## config.mk

```make
export PLATFORM = sky130hd
export DESIGN_NAME = timer_ctrl
export DESIGN_NICKNAME = d
export VERILOG_FILES = /design/src/rtl/timer_ctrl.sv
export SDC_FILE = /design/constraint.sdc
export NUM_CORES = 1
export LEC_CHECK = 0
export ABC_AREA = 0
export BUFFER_PORTS_ARGS = -buffer_cell sky130_fd_sc_hd__buf_2
export CAP_MARGIN = 25
export CORE_MARGIN = 2
export CORE_UTILIZATION = 40
export DETAILED_ROUTE_END_ITERATION = 10
export HOLD_SLACK_MARGIN = 0.05
export PLACE_DENSITY = 0.62
export SLEW_MARGIN = 15
export SYNTH_ARGS = -nofsm -noshare
export SYNTH_HDL_FRONTEND = slang
export SYNTH_SLANG_ARGS = --single-unit
```

## constraint.sdc

```tcl
create_clock -name clk_i -period 4.4 [get_ports clk_i]
set_input_delay 0.88 -clock clk_i [delete_from_list [all_inputs] [get_ports clk_i]]
set_output_delay 0.88 -clock clk_i [all_outputs]
set_load 0.01 [all_outputs]
```

## src/rtl/timer_ctrl.sv

```systemverilog
// timer_ctrl: counts simple_timer rollover ticks against a programmed period and raises a sticky irq
// Optional feature macro: TIMER_CTRL_OVERRUN_EN (adds overrun_o)
// Ports:
//   clk_i, rst_n_i        clock, asynchronous active-low reset
//   start_i, stop_i       1-cycle pulses: (re)load period/mode and run, or abort without irq
//   mode_i, period_i      0 = one-shot, 1 = periodic; ticks per period (0 is ignored)
//   irq_clr_i             clears irq_o (and overrun_o)
//   tick_i                rollover pulse from simple_timer
//   timer_en_o, busy_o    high while running
//   ticks_left_o          remaining ticks in the current period, 0 when idle
//   irq_o                 sticky expiry interrupt
//   overrun_o             expiry while irq_o still pending (macro only)
module timer_ctrl #(
  parameter int CNT_WIDTH = 16
) (
  input  logic                 clk_i,
  input  logic                 rst_n_i,
  input  logic                 start_i,
  input  logic                 stop_i,
  input  logic                 mode_i,
  input  logic [CNT_WIDTH-1:0] period_i,
  input  logic                 irq_clr_i,
  input  logic                 tick_i,
  output logic                 timer_en_o,
  output logic                 busy_o,
  output logic [CNT_WIDTH-1:0] ticks_left_o,
  output logic                 irq_o
`ifdef TIMER_CTRL_OVERRUN_EN
  ,
  output logic                 overrun_o
`endif
);
  typedef enum logic {IDLE, RUN} state_t;
  state_t state, state_n;
  logic [CNT_WIDTH-1:0] cnt, cnt_n, per_r, per_n;
  logic mode_r, mode_n, expire, irq_n, load;
  // stop_i outranks start_i, and a zero period never starts or restarts a run
  assign load = start_i && !stop_i && period_i != '0;
  always_ff @(posedge clk_i or negedge rst_n_i)
    if (!rst_n_i) begin
      state  <= IDLE;
      cnt    <= '0;
      per_r  <= '0;
      mode_r <= 1'b0;
      irq_o  <= 1'b0;
    end else begin
      state  <= state_n;
      cnt    <= cnt_n;
      per_r  <= per_n;
      mode_r <= mode_n;
      irq_o  <= irq_n;
    end
  always_comb begin
    state_n = state;
    cnt_n   = cnt;
    per_n   = per_r;
    mode_n  = mode_r;
    expire  = 1'b0;
    if (state == IDLE) begin
      if (load) begin
        state_n = RUN;
        cnt_n   = period_i;
        per_n   = period_i;
        mode_n  = mode_i;
      end
    end else if (stop_i) begin
      state_n = IDLE;
      cnt_n   = '0;
    end else if (load) begin
      cnt_n  = period_i;
      per_n  = period_i;
      mode_n = mode_i;
    end else if (tick_i) begin
      if (cnt > CNT_WIDTH'(1)) cnt_n = cnt - CNT_WIDTH'(1);
      else begin
        expire  = 1'b1;
        state_n = mode_r ? RUN : IDLE;
        cnt_n   = mode_r ? per_r : '0;
      end
    end
  end
  // set outranks a same-cycle clear
  assign irq_n        = expire | (irq_o & ~irq_clr_i);
  assign timer_en_o   = state == RUN;
  assign busy_o       = state == RUN;
  assign ticks_left_o = cnt;
`ifdef TIMER_CTRL_OVERRUN_EN
  always_ff @(posedge clk_i or negedge rst_n_i)
    if (!rst_n_i) overrun_o <= 1'b0;
    else overrun_o <= (expire & irq_o) | (overrun_o & ~irq_clr_i);
`endif
endmodule

```

==> flow_metrics.py <==
metrics = {
    "outcome": {
        "outcome": "finished clean",
    },
    "worst_hold_path": {
        "hold_class": "reg -> reg",
        "min_from": "per_r[13]",
        "hold_end": "per_r[13]",
        "hold_depth": 2,
    },
    "synth": {
        "ys.flop_type": "dfrtp_1",
        "syn-instance-count": 272,
        "netlist_area_sq_um": 2280,
        "ys_types": 56,
        "syn-num-nets": 297,
        "synth_enable_flop_cells": 0,
        "synth.avg_cell_area_sq_um": 8.40,
        "yosysWarnings": 0,
        "yosysSeqAreaShare_pct": 38.4,
        "synth_seq_cells": 35,
        "async_flop_share_pct": 100,
    },
    "floorplanning": {
        "rows": 27,
        "die_h_microns": 79.6,
        "start_util_pct": 41.5,
        "dieArea_sq_um": 6330,
        "core_area_sq_um": 5510,
        "ioPinCount": 42,
        "dieWidth_microns": 79.6,
    },
    "placed_design": {
        "gp_congestion": 0.902,
        "io_buffers": 41,
        "post-dp-hpwl_microns": 4970,
    },
    "worst_setup_path": {
        "end_kind": "flip-flop",
        "critPathMaxStageDelay_ps": 600,
        "crit_path_cell_trace": "buf_2 > or4_4 > o41a_1 > nand2_2 > a2111oi_2 > or3b_1",
        "r2r_end": "ticks_left_o[7]",
        "crit_family": "simple AND/OR/NAND/NOR gates",
        "crit_buf_inv": 1,
        "slowest_stage": "o41a_1",
        "worst-setup-path-type": "in -> reg",
        "r2r_slack_ps": 1790,
        "critPathArrivalTime_ps": 3190,
        "cp-start-kind": "input port",
        "ff2ff_path_depth": 7,
        "crit_required_ps": 4560,
        "worstPathMaxFanout": 24,
        "reg2reg_from": "ticks_left_o[0]",
    },
    "cts": {
        "cts_tree": "built",
        "cts_hold_buf": 0,
        "ctsLongestPathBuffers": 2,
        "htreeDepth": 2,
        "cts_buffers": 5,
        "cts-resized-gates": 0,
        "clk-insertion-delay-late_ps": 280,
        "clk_pin_slew_ps": 70,
        "root_buffer": "clkbuf_8",
        "clock_sinks": 35,
        "cts_setup_buffers": 0,
    },
    "drt": {
        "num_vias": 2318,
        "vias_per_cell": 6.07,
        "wl_per_cell_microns": 18.1,
        "wl_microns": 6910,
        "first_iter_violations": 181,
        "drc_errors": 0,
        "drt-pass1-iter-count": 4,
        "ant_nets": 0,
    },
    "power_and_ir_drop": {
        "p_leak_nw": 1.24,
        "ir_drop_v": 0.000162,
        "p_per_area_nw_per_um2": 364,
    },
    "cells_and_area": {
        "final_util_pct": 47.8,
        "syn_to_final_growth_pct": 15.2,
        "final_nets": 334,
        "diodes": 0,
        "fillers": 543,
        "layout-drive-gt1-share_pct": 19.4,
    },
    "timing": {
        "clock.fmax_mhz": 330,
        "hold_viol": 0,
        "worst_slew_pin_slew_ps": 796,
        "rsz0062_at_grt": "false",
        "report.final.slew_viol_count": 0,
        "hold_slack_ps": 473,
        "period_needed_ps": 3030,
        "slew-limit-headroom_pct": 46.9,
        "setup_viol_count_final": 0,
        "fin_setup_tns_ps": 0,
        "fin_crit_sh_pct": 68.9,
        "clock_skew_ps": 5.60,
    },
    "global_routing": {
        "first_global_vias": 2191,
        "gr-usage-all-layers_pct": 23.0,
        "grt_max_degree": 36,
        "antenna_found_initial": 0,
        "grt_pass1_wl_microns": 11200,
        "gr-total-overflow": 0,
    },
    "flow_run": {
        "drv_cap": 0,
    },
}
-- how the worst max path moves through the flow --
stage               slack [ps]  depth (start not counted)         start               end
floorplan                 1730                          5   period_i[7]   ticks_left_o[7]
global placement          1160                          6  period_i[14]  ticks_left_o[15]
detailed placement        1110                          6  period_i[14]  ticks_left_o[15]
CTS                       1400                          6  period_i[14]  ticks_left_o[15]
global route              1260                          7  period_i[14]  ticks_left_o[13]
finish                    1370                          6  period_i[14]  ticks_left_o[15]
-- routing by layer --
layer	share of wire, %	track usage (%)	wire length (microns)
met5	0	0	0
met4	1.6	8.62	114
met3	6.7	3.39	461
met2	47	35.0	3240
met1	45	32.8	3100
-- layout make-up --
cell class	count	area, sq um	area share, %
clock buffers	8	100	3.80
inverters	8	30.0	1.14
multi-input cells	214	1300	49.4
flip-flops and latches	35	876	33.3
well taps	72	90.1	3.42
repair buffers	45	235	8.94
-- through the flow --
| stage | total power [mW] | setup WS, ps | cell area (sq um) | instances |
|---|---|---|---|---|
| finish | 0.958 | 1370 | 2630 | 382 |
| global route | 1.02 | 1260 | 2630 | 382 |
| CTS | 0.961 | 1400 | 2630 | 382 |
| detailed placement | 0.701 | 1110 | 2530 | 374 |
| global placement | 0.699 | 1160 | 2530 | 374 |
| floorplan | 0.597 | 1730 | 2280 | 272 |
-- logic make-up after synthesis --
kind of cell,count (synthesis),share of synthesized area [%]
muxes,3,1.32
DFF,35,38.4
xor gates and xnor gates,6,2.30
and+or+nand+nor,134,29.0
AOI/OAI and AO/OA,69,23.2
adders and majority gates,2,1.10
buffers and inverters,23,4.71
-- report_power, final --
group	total, mW	switching (mW)	internal [mW]
registers	0.425	0.0619	0.364
logic	0.273	0.161	0.112
clock network	0.260	0.117	0.143
-- cells in the final DEF, fill, tap and decap left out, types with 5 or more instances in the layout --
master and instances:
nand2_1 62, o21ai_0 6, and3_1 8, a21o_1 6, inv_1 8, buf_2 41, dfrtp_1 35, a21oi_1 12
nor2_1 16, a32oi_1 5, nand3_1 17, clkbuf_8 7, nor3_1 5, a31oi_1 6
-- Yosys cell counts, types with 2 or more instances --
master    instances  share of area, %
nand2_1          62                10
dfrtp_1          35                38
nand3_1          17               3.7
nor2_1           16               2.6
a21oi_1          12               2.6
and3_1            8               2.2
inv_1             8               1.3
a21o_1            6               2.0
a31oi_1           6               1.6
clkbuf_1          6              0.99
o21ai_0           6               1.3
a32oi_1           5               1.9
buf_2             5               1.1
nor3_1            5               1.1
a221o_1           4               1.8
o22a_1            4               1.5
o22ai_1           4               1.1
or4_1             4               1.3
xor2_1            4               1.5
mux2i_1           3               1.3
nand3b_1          3              0.99
nand4_1           3              0.82
o211ai_1          3              0.99
a22oi_1           2              0.66
and2_1            2              0.55
and4_1            2              0.77
buf_4             2              0.66
ha_1              2               1.1
nor4_1            2              0.55
o221ai_1          2              0.77
o31ai_1           2              0.66
or4_4             2              0.99
xnor2_1           2              0.77
-- flip-flops by register name, indices dropped and copies added, names as in the netlist --
signal / count
irq_o: 1
busy_o: 1
per_r: 16
ticks_left_o: 16
mode_r: 1
-- worst reg2reg max path, delay by kind of cell, from the launching register on --
kind | cells | cell delay [ps]
AOI/OAI and AO/OA | 3 | 720
buffers and inverters | 1 | 110
DFF | 1 | 470
adders and majority gates | 1 | 340
and+or+nand+nor | 2 | 870
Power figures use the tool's default switching activity.
